$ cat src/rtl/dff_bank_arbiter.sv
`default_nettype none
// ============================================================================
// Module      : dff_bank_arbiter
// Description : Round-robin req/gnt arbiter owning one shared WIDTH-bit
//               register. Four requesters compete; the winner's data lane is
//               loaded into q and the grant is held until the winner drops req.
//               Optional macro ARB_TIMEOUT_EN adds a RELEASE watchdog that
//               forces the grant off and raises a sticky err flag.
// Revision    : 1.0 - initial release
// ============================================================================
module dff_bank_arbiter #(
  parameter int WIDTH = 8
) (
  input  logic               clk,
  input  logic               rst,
  input  logic [3:0]         req,
  input  logic [4*WIDTH-1:0] d,
  output logic [3:0]         gnt,
  output logic [WIDTH-1:0]   q,
  output logic               upd,
  output logic               busy,
  output logic               err
);

  localparam logic [1:0] c_IDLE    = 2'd0;
  localparam logic [1:0] c_GRANT   = 2'd1;
  localparam logic [1:0] c_RELEASE = 2'd2;

  logic [1:0]       r_state;
  logic [1:0]       w_state_nxt;
  logic [1:0]       r_ptr;
  logic [1:0]       w_ptr_nxt;
  logic [1:0]       r_win;
  logic [1:0]       w_win_nxt;
  logic [3:0]       r_gnt;
  logic [3:0]       w_gnt_nxt;
  logic [WIDTH-1:0] r_q;
  logic             r_upd;
  logic             w_upd_nxt;
  logic             w_load;
  logic [1:0]       w_pick;
  logic             w_found;
  logic             w_timeout;
  logic             w_end;
  logic [WIDTH-1:0] w_lane [4];

  // Split the packed data bus into per-requester lanes
  for (genvar gi = 0; gi < 4; gi++) begin : g_lane
    assign w_lane[gi] = d[gi*WIDTH +: WIDTH];
  end

  // Rotating priority: first set request after the last winner, wrapping
  always_comb begin
    w_pick  = r_ptr;
    w_found = 1'b0;
    for (int i = 1; i <= 4; i++) begin
      if (!w_found && req[r_ptr + 2'(i)]) begin
        w_pick  = r_ptr + 2'(i);
        w_found = 1'b1;
      end
    end
  end

`ifdef ARB_TIMEOUT_EN
  // Last count value before the watchdog fires; the edge that would take the
  // counter to 15 is the forced-release edge (15 cycles spent in RELEASE).
  localparam logic [3:0] c_CNT_LAST = 4'd14;

  logic [3:0] r_cnt;
  logic       r_err;

  assign w_timeout = (r_state == c_RELEASE) && req[r_win] && (r_cnt == c_CNT_LAST);

  // RELEASE dwell counter and sticky timeout flag
  always_ff @(posedge clk or posedge rst) begin
    if (rst) begin
      r_cnt <= 4'd0;
      r_err <= 1'b0;
    end else begin
      if (r_state == c_GRANT) begin
        r_cnt <= 4'd0;
      end else if (r_state == c_RELEASE) begin
        r_cnt <= r_cnt + 4'd1;
      end
      if (w_timeout) begin
        r_err <= 1'b1;
      end
    end
  end

  assign err = r_err;
`else
  assign w_timeout = 1'b0;
  assign err       = 1'b0;
`endif

  // Grant ends on withdrawal by the winner or on a watchdog expiry
  assign w_end = (r_state == c_RELEASE) && (!req[r_win] || w_timeout);

  // State register
  always_ff @(posedge clk or posedge rst) begin
    if (rst) begin
      r_state <= c_IDLE;
    end else begin
      r_state <= w_state_nxt;
    end
  end

  // Next-state logic
  always_comb begin
    w_state_nxt = r_state;
    case (r_state)
      c_IDLE:    if (|req) w_state_nxt = c_GRANT;
      c_GRANT:   w_state_nxt = c_RELEASE;
      c_RELEASE: if (w_end) w_state_nxt = c_IDLE;
      default:   w_state_nxt = c_IDLE;
    endcase
  end

  // Output/datapath next values per state
  always_comb begin
    w_gnt_nxt = r_gnt;
    w_upd_nxt = 1'b0;
    w_ptr_nxt = r_ptr;
    w_win_nxt = r_win;
    w_load    = 1'b0;
    case (r_state)
      c_IDLE: begin
        if (|req) begin
          w_gnt_nxt = 4'b0001 << w_pick;
          w_win_nxt = w_pick;
        end else begin
          w_gnt_nxt = 4'b0000;
        end
      end
      c_GRANT: begin
        // Loads even if the winner already withdrew during GRANT
        w_load    = 1'b1;
        w_upd_nxt = 1'b1;
      end
      c_RELEASE: begin
        if (w_end) begin
          w_gnt_nxt = 4'b0000;
          w_ptr_nxt = r_win;
        end
      end
      default: begin
        w_gnt_nxt = 4'b0000;
      end
    endcase
  end

  // Registered outputs, pointer and shared storage; ptr resets to 3 so lane 0 leads
  always_ff @(posedge clk or posedge rst) begin
    if (rst) begin
      r_gnt <= 4'b0000;
      r_upd <= 1'b0;
      r_ptr <= 2'd3;
      r_win <= 2'd0;
      r_q   <= '0;
    end else begin
      r_gnt <= w_gnt_nxt;
      r_upd <= w_upd_nxt;
      r_ptr <= w_ptr_nxt;
      r_win <= w_win_nxt;
      if (w_load) begin
        r_q <= w_lane[r_win];
      end
    end
  end

  assign gnt  = r_gnt;
  assign q    = r_q;
  assign upd  = r_upd;
  assign busy = (r_state != c_IDLE);

endmodule
`default_nettype wire

$ cat config.mk
export PLATFORM = sky130hd
export DESIGN_NAME = dff_bank_arbiter
export DESIGN_NICKNAME = d
export VERILOG_FILES = /design/src/rtl/dff_bank_arbiter.sv
export SDC_FILE = /design/constraint.sdc
export NUM_CORES = 1
export LEC_CHECK = 0
export BUFFER_PORTS_ARGS = -buffer_cell sky130_fd_sc_hd__buf_2
export CORE_MARGIN = 5
export CORE_UTILIZATION = 40
export DETAILED_ROUTE_END_ITERATION = 16
export PLACE_DENSITY = 0.73
export SLEW_MARGIN = 10
export SYNTH_ARGS = -nofsm -noshare
export SYNTH_HDL_FRONTEND = slang
export SYNTH_SLANG_ARGS = --single-unit
$ cat constraint.sdc
create_clock -name clk -period 2.2 [get_ports clk]
set_input_delay 0.11 -clock clk [delete_from_list [all_inputs] [get_ports clk]]
set_output_delay 0.11 -clock clk [all_outputs]
set_load 0.01 [all_outputs]
==> impl_metrics.env <==
export IMPL_status="completed"
export IMPL_cts_num_sinks=19
export IMPL_synth_top_area_frac=0.409
export IMPL_setup_viol=0
export IMPL_worstSetupEndpoint="gnt[3]$_DFFE_PP0P_"
export IMPL_startpoint="r_win[0]$_DFFE_PP0P_"
export IMPL_synth_commonest_cells="dfrtp_1, mux2_2, mux4_2"
export IMPL_synth_seq_cells=19
export IMPL_fin_crit_sh=0.782
export IMPL_die_h_um=61.0
export IMPL_synth_top_area_cell="dfrtp_1"
export IMPL_setup_ws_ns=0.480
export IMPL_clock_latency_ns=0.29
export IMPL_fin_skew_ns=0.00179
export IMPL_dp_hpwl_um=2060
export IMPL_initial_utilization=0.420
export IMPL_antenna_found_initial=0
export IMPL_die_area_um2=3720
export IMPL_crit_chain="mux2i_1 > nor4b_1 > or3_1 > a22o_1"
export IMPL_holdWs_ns=0.246
export IMPL_cts_tree="yes"
export IMPL_end_kind="flop"
export IMPL_path_delay_family="flip-flops"
export IMPL_finalCriticalPeriod_ns=1.72
export IMPL_globalRouteMet2Util=0.266
export IMPL_use_met1=0.181
export IMPL_cts_setup_buffers=0
export IMPL_path_depth=4
export IMPL_cp_max_fo=8
export IMPL_synth_most_common_cell="dfrtp_1"
export IMPL_use_met3=0.0440
export IMPL_wl_per_cell_um=15.5
export IMPL_cellPowerDensity_nw_per_um2=1300
export IMPL_grt_pass1_wl_um=4020
export IMPL_start_kind="flop"
export IMPL_top_usage_layer="met2"
export IMPL_die_w_um=61.0
export IMPL_synth_seq_area_share=0.459
export IMPL_clk_pin_slew_ns=0.10
export IMPL_clockRootBuffer="clkbuf_4"
export IMPL_syn_instance_count=76
export IMPL_path_buf_inv=0
export IMPL_layout_drive_gt1_share=0.612
export IMPL_slowest_stage="dfrtp_1"
export IMPL_ys_warn_count=0
export IMPL_ir_worst_vdd_v=0.000678
export IMPL_synthTopCellsByArea="dfrtp_1, mux4_2, mux2_2"
export IMPL_async_reset_ff_frac=1.00
export IMPL_crit_arrival_ns=1.91
export IMPL_slowest_delay_ns=0.58
export IMPL_final_area_um2=1350
export IMPL_hp_start="req[1]"
export IMPL_regToRegStartpoint="r_win[0]$_DFFE_PP0P_"
export IMPL_rr_endpoint="gnt[3]$_DFFE_PP0P_"
export IMPL_maxSlewHeadroom=0.552
export IMPL_grt_ovfl_total=0
export IMPL_cts_resized=0
export IMPL_fillers=231
export IMPL_drtIter0Drc=13
export IMPL_vias_per_cell=5.31
export IMPL_rsz0062_at_grt="false"
export IMPL_finalSetupTns_ns=0
export IMPL_htreeDepth=1
export IMPL_io_buffer_count=51
export IMPL_diodes=0
export IMPL_cts_path_max_buffers=2
export IMPL_drc_errors=0
export IMPL_synth_edff_count=0
export IMPL_hold_violations=0
export IMPL_worst_pin_slew_ns=0.671
export IMPL_hold_buffers=1
export IMPL_dr_pass1_iters=4
export IMPL_avgSynthCellArea_um2=13.7
export IMPL_grtUsageTotal=0.149
export IMPL_synthesis_area_um2=1040
export IMPL_nets=168
export IMPL_area_delta_synth_final_pct=29.9
export IMPL_ant_nets=0
export IMPL_coreArea_um2=2480
export IMPL_grt_pass1_vias=889
export IMPL_slew_violations=0
export IMPL_path_class="reg2reg"
export IMPL_cts_buffers=3
export IMPL_place_gp_congestion=0.828
export IMPL_routed_wl_um=2460
export IMPL_r2r_slack_ns=0.48
export IMPL_pre_cts_ws_ns=0.461
export IMPL_synth_main_ff_cell="dfrtp_1"
export IMPL_rows=18
export IMPL_worstPathRequired_ns=2.39
export IMPL_dpl_instance_area_um2=1320
export IMPL_via_count=845
export IMPL_ios=53
export IMPL_yosys_cell_types_count=28
export IMPL_cap_violations=0
export IMPL_reg2regPathDepth=4
export IMPL_syn_nets=114
export IMPL_grt_max_degree=20
export IMPL_min_path_type="in2reg"
export IMPL_max_freq_mhz=581
export IMPL_p_leak_nw=0.660
==> per-layer routing <==
metal	part of all wire	wire length [um]
met5	0	0
met4	0.0028	7
met3	0.082	202
met2	0.53	1310
met1	0.38	941
==> cell usage in the layout, fill, tap and decap left out, types with 2 or more instances in the layout <==
| master | instances |
|---|---|
| inv_1 | 3 |
| clkbuf_4 | 3 |
| o21ai_0 | 2 |
| dfrtp_1 | 17 |
| buf_2 | 51 |
| dfstp_2 | 2 |
| a22o_1 | 2 |
| mux2i_1 | 3 |
| a21oi_1 | 2 |
| nor4b_1 | 2 |
| mux4_2 | 8 |
| buf_4 | 2 |
| nand2b_1 | 3 |
| mux2_2 | 10 |
| a32o_1 | 2 |
| nor2_1 | 3 |
==> state kept, by name, summed over array words and instances (netlist names) <==
register	flops
r_win	2
r_state	2
r_ptr	2
gnt	4
q	8
upd	1
==> worst min-delay path by stage <==
| stage | to | cells past startpoint | slack (ns) |
|---|---|---|---|
| 6_report | r_state[0]$_DFFE_PP0P_ | 3 | 0.25 |
| 5_1_grt | q[2]$_DFFE_PP0P_ | 3 | 0.24 |
| 2_1_floorplan | gnt[0]$_DFFE_PP0P_ | 1 | 0.06 |
| 3_5_place_dp | r_win[1]$_DFFE_PP0P_ | 2 | 0.25 |
| 4_1_cts | r_state[0]$_DFFE_PP0P_ | 3 | 0.23 |
| 3_3_place_gp | gnt[2]$_DFFE_PP0P_ | 2 | 0.25 |
==> power by group <==
group	total [mW]	switching [mW]	internal, mW
sequential	0.695	0.161	0.534
combinational	0.896	0.384	0.512
clock	0.168	0.101	0.0675
total	1.76	0.646	1.11
==> area by class of cell <==
cell class | instances | area, um2 | area share
flip-flops and latches | 19 | 478 | 0.353
multi-input cells | 49 | 518 | 0.383
repair buffers | 54 | 280 | 0.207
clock buffers | 3 | 22.5 | 0.0167
well taps | 30 | 37.5 | 0.0278
inverters | 3 | 11.3 | 0.00833
clock inverters | 1 | 5.00 | 0.00370
==> through the flow <==
| step | utilization | total power [mW] | std cells |
|---|---|---|---|
| 2_1_floorplan | - | 1.34 | 76 |
| 3_3_place_gp | 0.531 | 1.57 | 154 |
| 3_5_place_dp | 0.531 | 1.61 | 154 |
| 4_1_cts | 0.546 | 1.78 | 159 |
| 5_1_grt | 0.546 | 1.91 | 159 |
| 6_report | 0.546 | 1.76 | 159 |
==> cell families after synthesis <==
kind of cell	share of synthesized area
DFF	0.459
buffers and inverters	0.0433
other	0.00360
muxes	0.310
AOI/OAI and AO/OA	0.113
and+or+nand+nor	0.0709
==> worst reg2reg max path, delay by kind of cell (launching register included) <==
kind / cells / cell delay, ns
mux: 1 / 0.28
compound gates: 1 / 0.26
flops: 1 / 0.58
simple gates: 2 / 0.51
No activity file was read; power rests on OpenSTA's default activity.
